File: src/rtl/spi_slave_param.sv
// spi_slave_param: SPI slave with frame-level command decode.
//
// Each frame is DATA_W+2 bits, MSB first: cmd[1:0] followed by the payload.
// cmd[1]=0 is a write frame. cmd[1]=1 is a read: the first read frame carries
// the address and arms rd_addr_flag; the next read frame is followed by
// DATA_W bits of tx_data on MISO, after which the flag is disarmed.
//
// Ports:
//   clk        SPI serial clock, all logic on the rising edge
//   rst_n      asynchronous active-low reset
//   SS_n       slave select, active low; high returns to IDLE from any state
//   MOSI       serial data in, MSB first
//   tx_valid   read data present on tx_data (only looked at in TX_WAIT)
//   tx_data    read data to shift out on MISO
//   MISO       registered serial data out, MSB first, 0 outside TX_SHIFT
//   rx_valid   one-cycle pulse, rx_data holds a complete frame
//   rx_data    last complete frame {cmd[1:0], payload}, held between frames
//   busy       high whenever the FSM is not in IDLE
//   frame_err  one-cycle pulse when a frame is aborted by SS_n mid-transfer
//              (only present when SPI_SLAVE_FRAME_ERR_EN is defined)
module spi_slave_param #(
  parameter int unsigned DATA_W = 8
) (
  input  logic              clk,
  input  logic              rst_n,
  input  logic              SS_n,
  input  logic              MOSI,
  input  logic              tx_valid,
  input  logic [DATA_W-1:0] tx_data,
  output logic              MISO,
  output logic              rx_valid,
  output logic [DATA_W+1:0] rx_data,
  output logic              busy
`ifdef SPI_SLAVE_FRAME_ERR_EN
  ,
  output logic              frame_err
`endif
);

  localparam int unsigned FRAME_W = DATA_W + 2;
  localparam int unsigned CNT_W   = $clog2(FRAME_W + 1);
  // Counter value present while the last frame bit is being sampled.
  localparam logic [CNT_W-1:0] RX_LAST = CNT_W'(FRAME_W - 1);
  localparam logic [CNT_W-1:0] TX_LAST = CNT_W'(DATA_W - 1);

  typedef enum logic [2:0] {
    IDLE,
    CHK_CMD,
    WRITE,
    READ_ADD,
    READ_DATA,
    TX_WAIT,
    TX_SHIFT,
    DONE
  } state_e;

  state_e             state_q, state_d;
  logic [CNT_W-1:0]   cnt_q;
  logic [FRAME_W-2:0] rx_sh_q;
  logic [DATA_W-2:0]  tx_sh_q;
  logic [FRAME_W-1:0] rx_data_q;
  logic               rx_valid_q;
  logic               miso_q;
  logic               rd_addr_flag_q;
  logic               rx_last;
  logic               tx_last;

  assign rx_last = (cnt_q == RX_LAST);
  assign tx_last = (cnt_q == TX_LAST);

  // State register
  always_ff @(posedge clk or negedge rst_n) begin
    if (!rst_n) begin
      state_q <= IDLE;
    end else begin
      state_q <= state_d;
    end
  end

  // Next-state logic; SS_n high overrides everything.
  always_comb begin
    state_d = state_q;
    if (SS_n) begin
      state_d = IDLE;
    end else begin
      unique case (state_q)
        IDLE:      state_d = CHK_CMD;
        CHK_CMD: begin
          if (!MOSI)               state_d = WRITE;
          else if (rd_addr_flag_q) state_d = READ_DATA;
          else                     state_d = READ_ADD;
        end
        WRITE:     if (rx_last)  state_d = DONE;
        READ_ADD:  if (rx_last)  state_d = DONE;
        READ_DATA: if (rx_last)  state_d = TX_WAIT;
        TX_WAIT:   if (tx_valid) state_d = TX_SHIFT;
        TX_SHIFT:  if (tx_last)  state_d = DONE;
        DONE:      state_d = DONE;
        default:   state_d = IDLE;
      endcase
    end
  end

  // Datapath. MISO defaults to 0 each cycle and is only set on edges whose
  // next state is TX_SHIFT, so it can never be high outside that state.
  // The first bit is driven straight from tx_data when leaving TX_WAIT; the
  // remaining DATA_W-1 bits come from tx_sh_q.
  always_ff @(posedge clk or negedge rst_n) begin
    if (!rst_n) begin
      cnt_q          <= '0;
      rx_sh_q        <= '0;
      tx_sh_q        <= '0;
      rx_data_q      <= '0;
      rx_valid_q     <= 1'b0;
      miso_q         <= 1'b0;
      rd_addr_flag_q <= 1'b0;
    end else begin
      rx_valid_q <= 1'b0;
      miso_q     <= 1'b0;
      if (SS_n) begin
        cnt_q <= '0;
      end else begin
        unique case (state_q)
          CHK_CMD: begin
            rx_sh_q <= {rx_sh_q[FRAME_W-3:0], MOSI};
            cnt_q   <= CNT_W'(1);
          end
          WRITE, READ_ADD, READ_DATA: begin
            rx_sh_q <= {rx_sh_q[FRAME_W-3:0], MOSI};
            if (rx_last) begin
              rx_data_q  <= {rx_sh_q, MOSI};
              rx_valid_q <= 1'b1;
              cnt_q      <= '0;
              if (state_q == READ_ADD) begin
                rd_addr_flag_q <= 1'b1;
              end
            end else begin
              cnt_q <= cnt_q + 1'b1;
            end
          end
          TX_WAIT: begin
            if (tx_valid) begin
              miso_q  <= tx_data[DATA_W-1];
              tx_sh_q <= tx_data[DATA_W-2:0];
              cnt_q   <= '0;
            end
          end
          TX_SHIFT: begin
            if (tx_last) begin
              cnt_q          <= '0;
              rd_addr_flag_q <= 1'b0;
            end else begin
              miso_q  <= tx_sh_q[DATA_W-2];
              tx_sh_q <= {tx_sh_q[DATA_W-3:0], 1'b0};
              cnt_q   <= cnt_q + 1'b1;
            end
          end
          default: ;
        endcase
      end
    end
  end

`ifdef SPI_SLAVE_FRAME_ERR_EN
  logic frame_err_q;

  // An abort is SS_n going high while a frame or read-out is in progress.
  always_ff @(posedge clk or negedge rst_n) begin
    if (!rst_n) begin
      frame_err_q <= 1'b0;
    end else begin
      frame_err_q <= SS_n && (state_q != IDLE) && (state_q != DONE);
    end
  end

  assign frame_err = frame_err_q;
`endif

  // Outputs
  always_comb begin
    busy     = (state_q != IDLE);
    MISO     = miso_q;
    rx_valid = rx_valid_q;
    rx_data  = rx_data_q;
  end

endmodule

File: config.mk
export PLATFORM = sky130hd
export DESIGN_NAME = spi_slave_param
export DESIGN_NICKNAME = d
export VERILOG_FILES = /design/src/rtl/spi_slave_param.sv
export SDC_FILE = /design/constraint.sdc
export NUM_CORES = 1
export LEC_CHECK = 0
export CORE_MARGIN = 2
export CORE_UTILIZATION = 50
export CTS_CLUSTER_DIAMETER = 120
export DETAILED_ROUTE_END_ITERATION = 7
export PLACE_DENSITY_LB_ADDON = 0.12
export SYNTH_ARGS = -nofsm -noshare
export SYNTH_HDL_FRONTEND = slang
export SYNTH_SLANG_ARGS = --single-unit
File: constraint.sdc
create_clock -name clk -period 1.9 [get_ports clk]
set_input_delay 0.38 -clock clk [delete_from_list [all_inputs] [get_ports clk]]
set_output_delay 0.38 -clock clk [all_outputs]
set_load 0.03 [all_outputs]
==> results.md <==
* Status: complete, no violations
* Cell area after synthesis at ~1700 sq um
* Most frequent cells in the layout: dfrtp_1 (36), clkdlybuf4s50_1 (24), mux2_2 (13), buf_4 (10)
* Routability congestion estimate at ~0.91
* Hold Fails Final Rpt at 0
* Combinational power share at 26.0%
* Std cell rows at 21
* Post-layout minimum cycle time at between 1.5 and 2 ns
* Area occupied by multi-input gates at 778 sq um
* N_diodes at 0
* Yosys reg bits at 36
* Gate Count Post-Synth at between 100 and 150
* Drt pass-1 iters at 4
* Fillers at between 200 and 300
* Startpoint Class: register
* Synth Flop Type: dfrtp_1
* Placed wire-length estimate at 2.29 mm
* Arr. time, crit path at 1.42 ns
* Area Overhead vs Synth at 26.3%
* Clk_skew at between 0.009 and 0.01 ns
* NumNets Final at ~190
* Crit path capture type: primary output
* Number of I/O port buffers at 25
* Initial Util at between 50% and 60%
* Share of cells above drive strength 1 at 26.6%
* Syn_nets at 154
* Max-Cap Viols at 0
* Clock Path Buffers at 2
* Slew Limit Headroom at about 58%
* Final wirelength at 3.23 mm
* Die area at a little under 4000 sq um
* Wire length of the first global-routing pass at roughly 5.7 mm
* Skew-Pair Late Insertion Delay at 0.34 ns
* Pwr/cell area at slightly above 1000 nW/um^2
* Measured slew at the worst slew-check pin at approximately 0.62 ns
* Routed WL per cell at about 14 um
* Clock power share at about a quarter
* CTS root buffer: clkbuf_4
* Total grt overflow at 0
* RSZ-0062 raised after global routing: no
* Post-CTS Setup Bufs at 0
* GRT Total Usage at 18.4%
* Post-synth top area share at between 50 and 60%
* Peak VDD IR at ~0.6 mV
* Sink Count at 36
* Placeable Area at between 3000 and 4000 sq um
* Setup violators final at 0
* Leakage power at around 1 nW
* H-tree lvl count at 2
* Initial antenna violation count at 0
* Sequential share of power at 47.7%
* TritonCTS buffer count at 5
* CTS tree: done
* Post-synthesis sequential area ratio at around half
* Die height at ~63 um
* Most common cell after layout, fill and taps aside: dfrtp_1
* Synth Area per Inst at between 10 and 15 sq um
* Switching pwr at ~0.65 mW
* CP max stage cell: or3_1
* Synth area leader: dfrtp_1
* Final core utilization at about two thirds
* Leading post-synthesis cells by cell area: dfrtp_1 (52%), mux2_2 (8.4%), mux2_4 (7.8%), mux2_1 (5.8%), nand3_1 (2.3%)
* Slowest Stage Delay on Critical Path at 0.45 ns
* Distinct cells, synth at 40
* Largest net degree at the start of global routing at 37
* Post-route clock period utilization at between 90% and 100%
* Yosys warns at 0
* Ports at 26
* Synth async-reset ratio at 100%
* Initial drt markers at between 40 and 50
* CP Class: reg2out
* Int Power at about 1.6 mW
* Register area at 901 sq um
* Via density at 5.49
* CP Max Fanout at 5
* Remaining antenna violation count at 0
* Hold Crit Class: in2async
* # DRC at 0
* Final Max Slew Viols at 0
* Worst endpoint required time at about 1.5 ns
* Vias in the first global route at about 1200
* Power Total at 2.27 mW
* Peak Freq at ~560 MHz
* Post-synth EDFFs at 0
* Worst-path cell chain: or3_1, buf_2
* Vias post-DR at 1225
* CTS clk-pin slew, worst paths at around 0.1 ns
* Die Width at around 63 um
* Switch share at 28.7%
==> final cells by class <==
class | count | share of cell area [%]
clock buffers | 7 | 2.96
clock inverters | 1 | 1.37
inverters | 7 | 1.20
multi-input cells | 90 | 35.4
flip-flops and latches | 36 | 41.0
well taps | 46 | 2.62
repair buffers | 36 | 15.5
==> worst max-delay path, delay by kind of cell, from the launching register on <==
family        cells  cell delay [ns]
simple gates      1             0.45
buf+inv           1             0.21
flops             1             0.43
==> cell usage after synthesis, types with 2 or more instances <==
cell	instances
buf_2	4
o211ai_1	2
dfrtp_1	36
nand3_1	8
nand2_1	2
inv_1	7
nand3b_1	2
or3_1	2
a21oi_1	6
nor2b_1	2
nor3_1	2
o41ai_1	2
nand4_1	2
ha_1	2
mux2_2	13
o21ai_0	4
nor2_1	4
mux2_1	9
mux2_4	9
==> path summary, 6_finish.rpt <==
kind	start	to	slack [ns]	depth (start not counted)
max	state_q[2]	busy	0.1	2
min	rst_n	tx_sh_q[2]	0.43	2
max reg2reg	cnt_q[0]	tx_sh_q[4]	0.12	5
min reg2reg	rx_sh_q[8]	rx_sh_q[8]	0.51	1
max in group asynchronous	rst_n	rx_data[2]	1.13	2
min in group clk	rx_sh_q[8]	rx_sh_q[8]	0.51	1
==> state kept, by name, indices dropped and copies added, names as in the netlist <==
| register | cells |
|---|---|
| rx_data | 10 |
| rx_sh_q | 9 |
| tx_sh_q | 7 |
| cnt_q | 4 |
| state_q | 3 |
| MISO | 1 |
| rd_addr_flag_q | 1 |
| rx_valid | 1 |
==> through the flow <==
| step | TNS, ns | area, sq um | hold slack, ns | instances | setup WS [ns] |
|---|---|---|---|---|---|
| 2_1_floorplan | 0 | 1740 | 0.0844 | 139 | 0.186 |
| 3_3_place_gp | -0.120 | 2110 | 0.472 | 215 | -0.0198 |
| 3_5_place_dp | -0.244 | 2110 | 0.493 | 215 | -0.0529 |
| 4_1_cts | 0 | 2200 | 0.439 | 223 | 0.0734 |
| 5_1_grt | 0 | 2200 | 0.461 | 223 | 0.0177 |
| 6_report | 0 | 2200 | 0.434 | 223 | 0.0991 |
==> power groups by stage <==
stage,logic (mW),clock network (mW),registers [mW]
after floorplan,0.405,0,1.07
after global placement,0.575,0,1.09
after detailed placement,0.601,0,1.10
after CTS,0.594,0.630,1.09
after global routing,0.654,0.665,1.11
final,0.591,0.600,1.08
==> cell families (layout without fill, tap and decap cells) <==
kind of cell	Yosys count	in the layout	share of synthesized area (%)
muxes	32	32	22.6
xor gates and xnor gates	1	1	0.503
buffers and inverters	13	51	3.52
and+or+nand+nor	32	32	10.6
AOI/OAI and AO/OA	23	23	9.56
DFF	36	36	51.8
adders and majority gates	2	2	1.44
==> repair_timing <==
item	CTS	global route
endpoints found under the setup margin	1	0
hold buffers	0	0
gates resized for setup	5	0
==> per-layer routing <==
| layer | vias up | global-route usage (%) | share of wire (%) |
|---|---|---|---|
| li1 | 580 | - | - |
| met1 | 609 | 25.0 | 46 |
| met2 | 30 | 27.9 | 48 |
| met3 | 6 | 5.95 | 4.7 |
| met4 | 0 | 5.83 | 1.4 |
| met5 | - | 0 | 0 |
No activity file was read; power rests on OpenSTA's default activity.
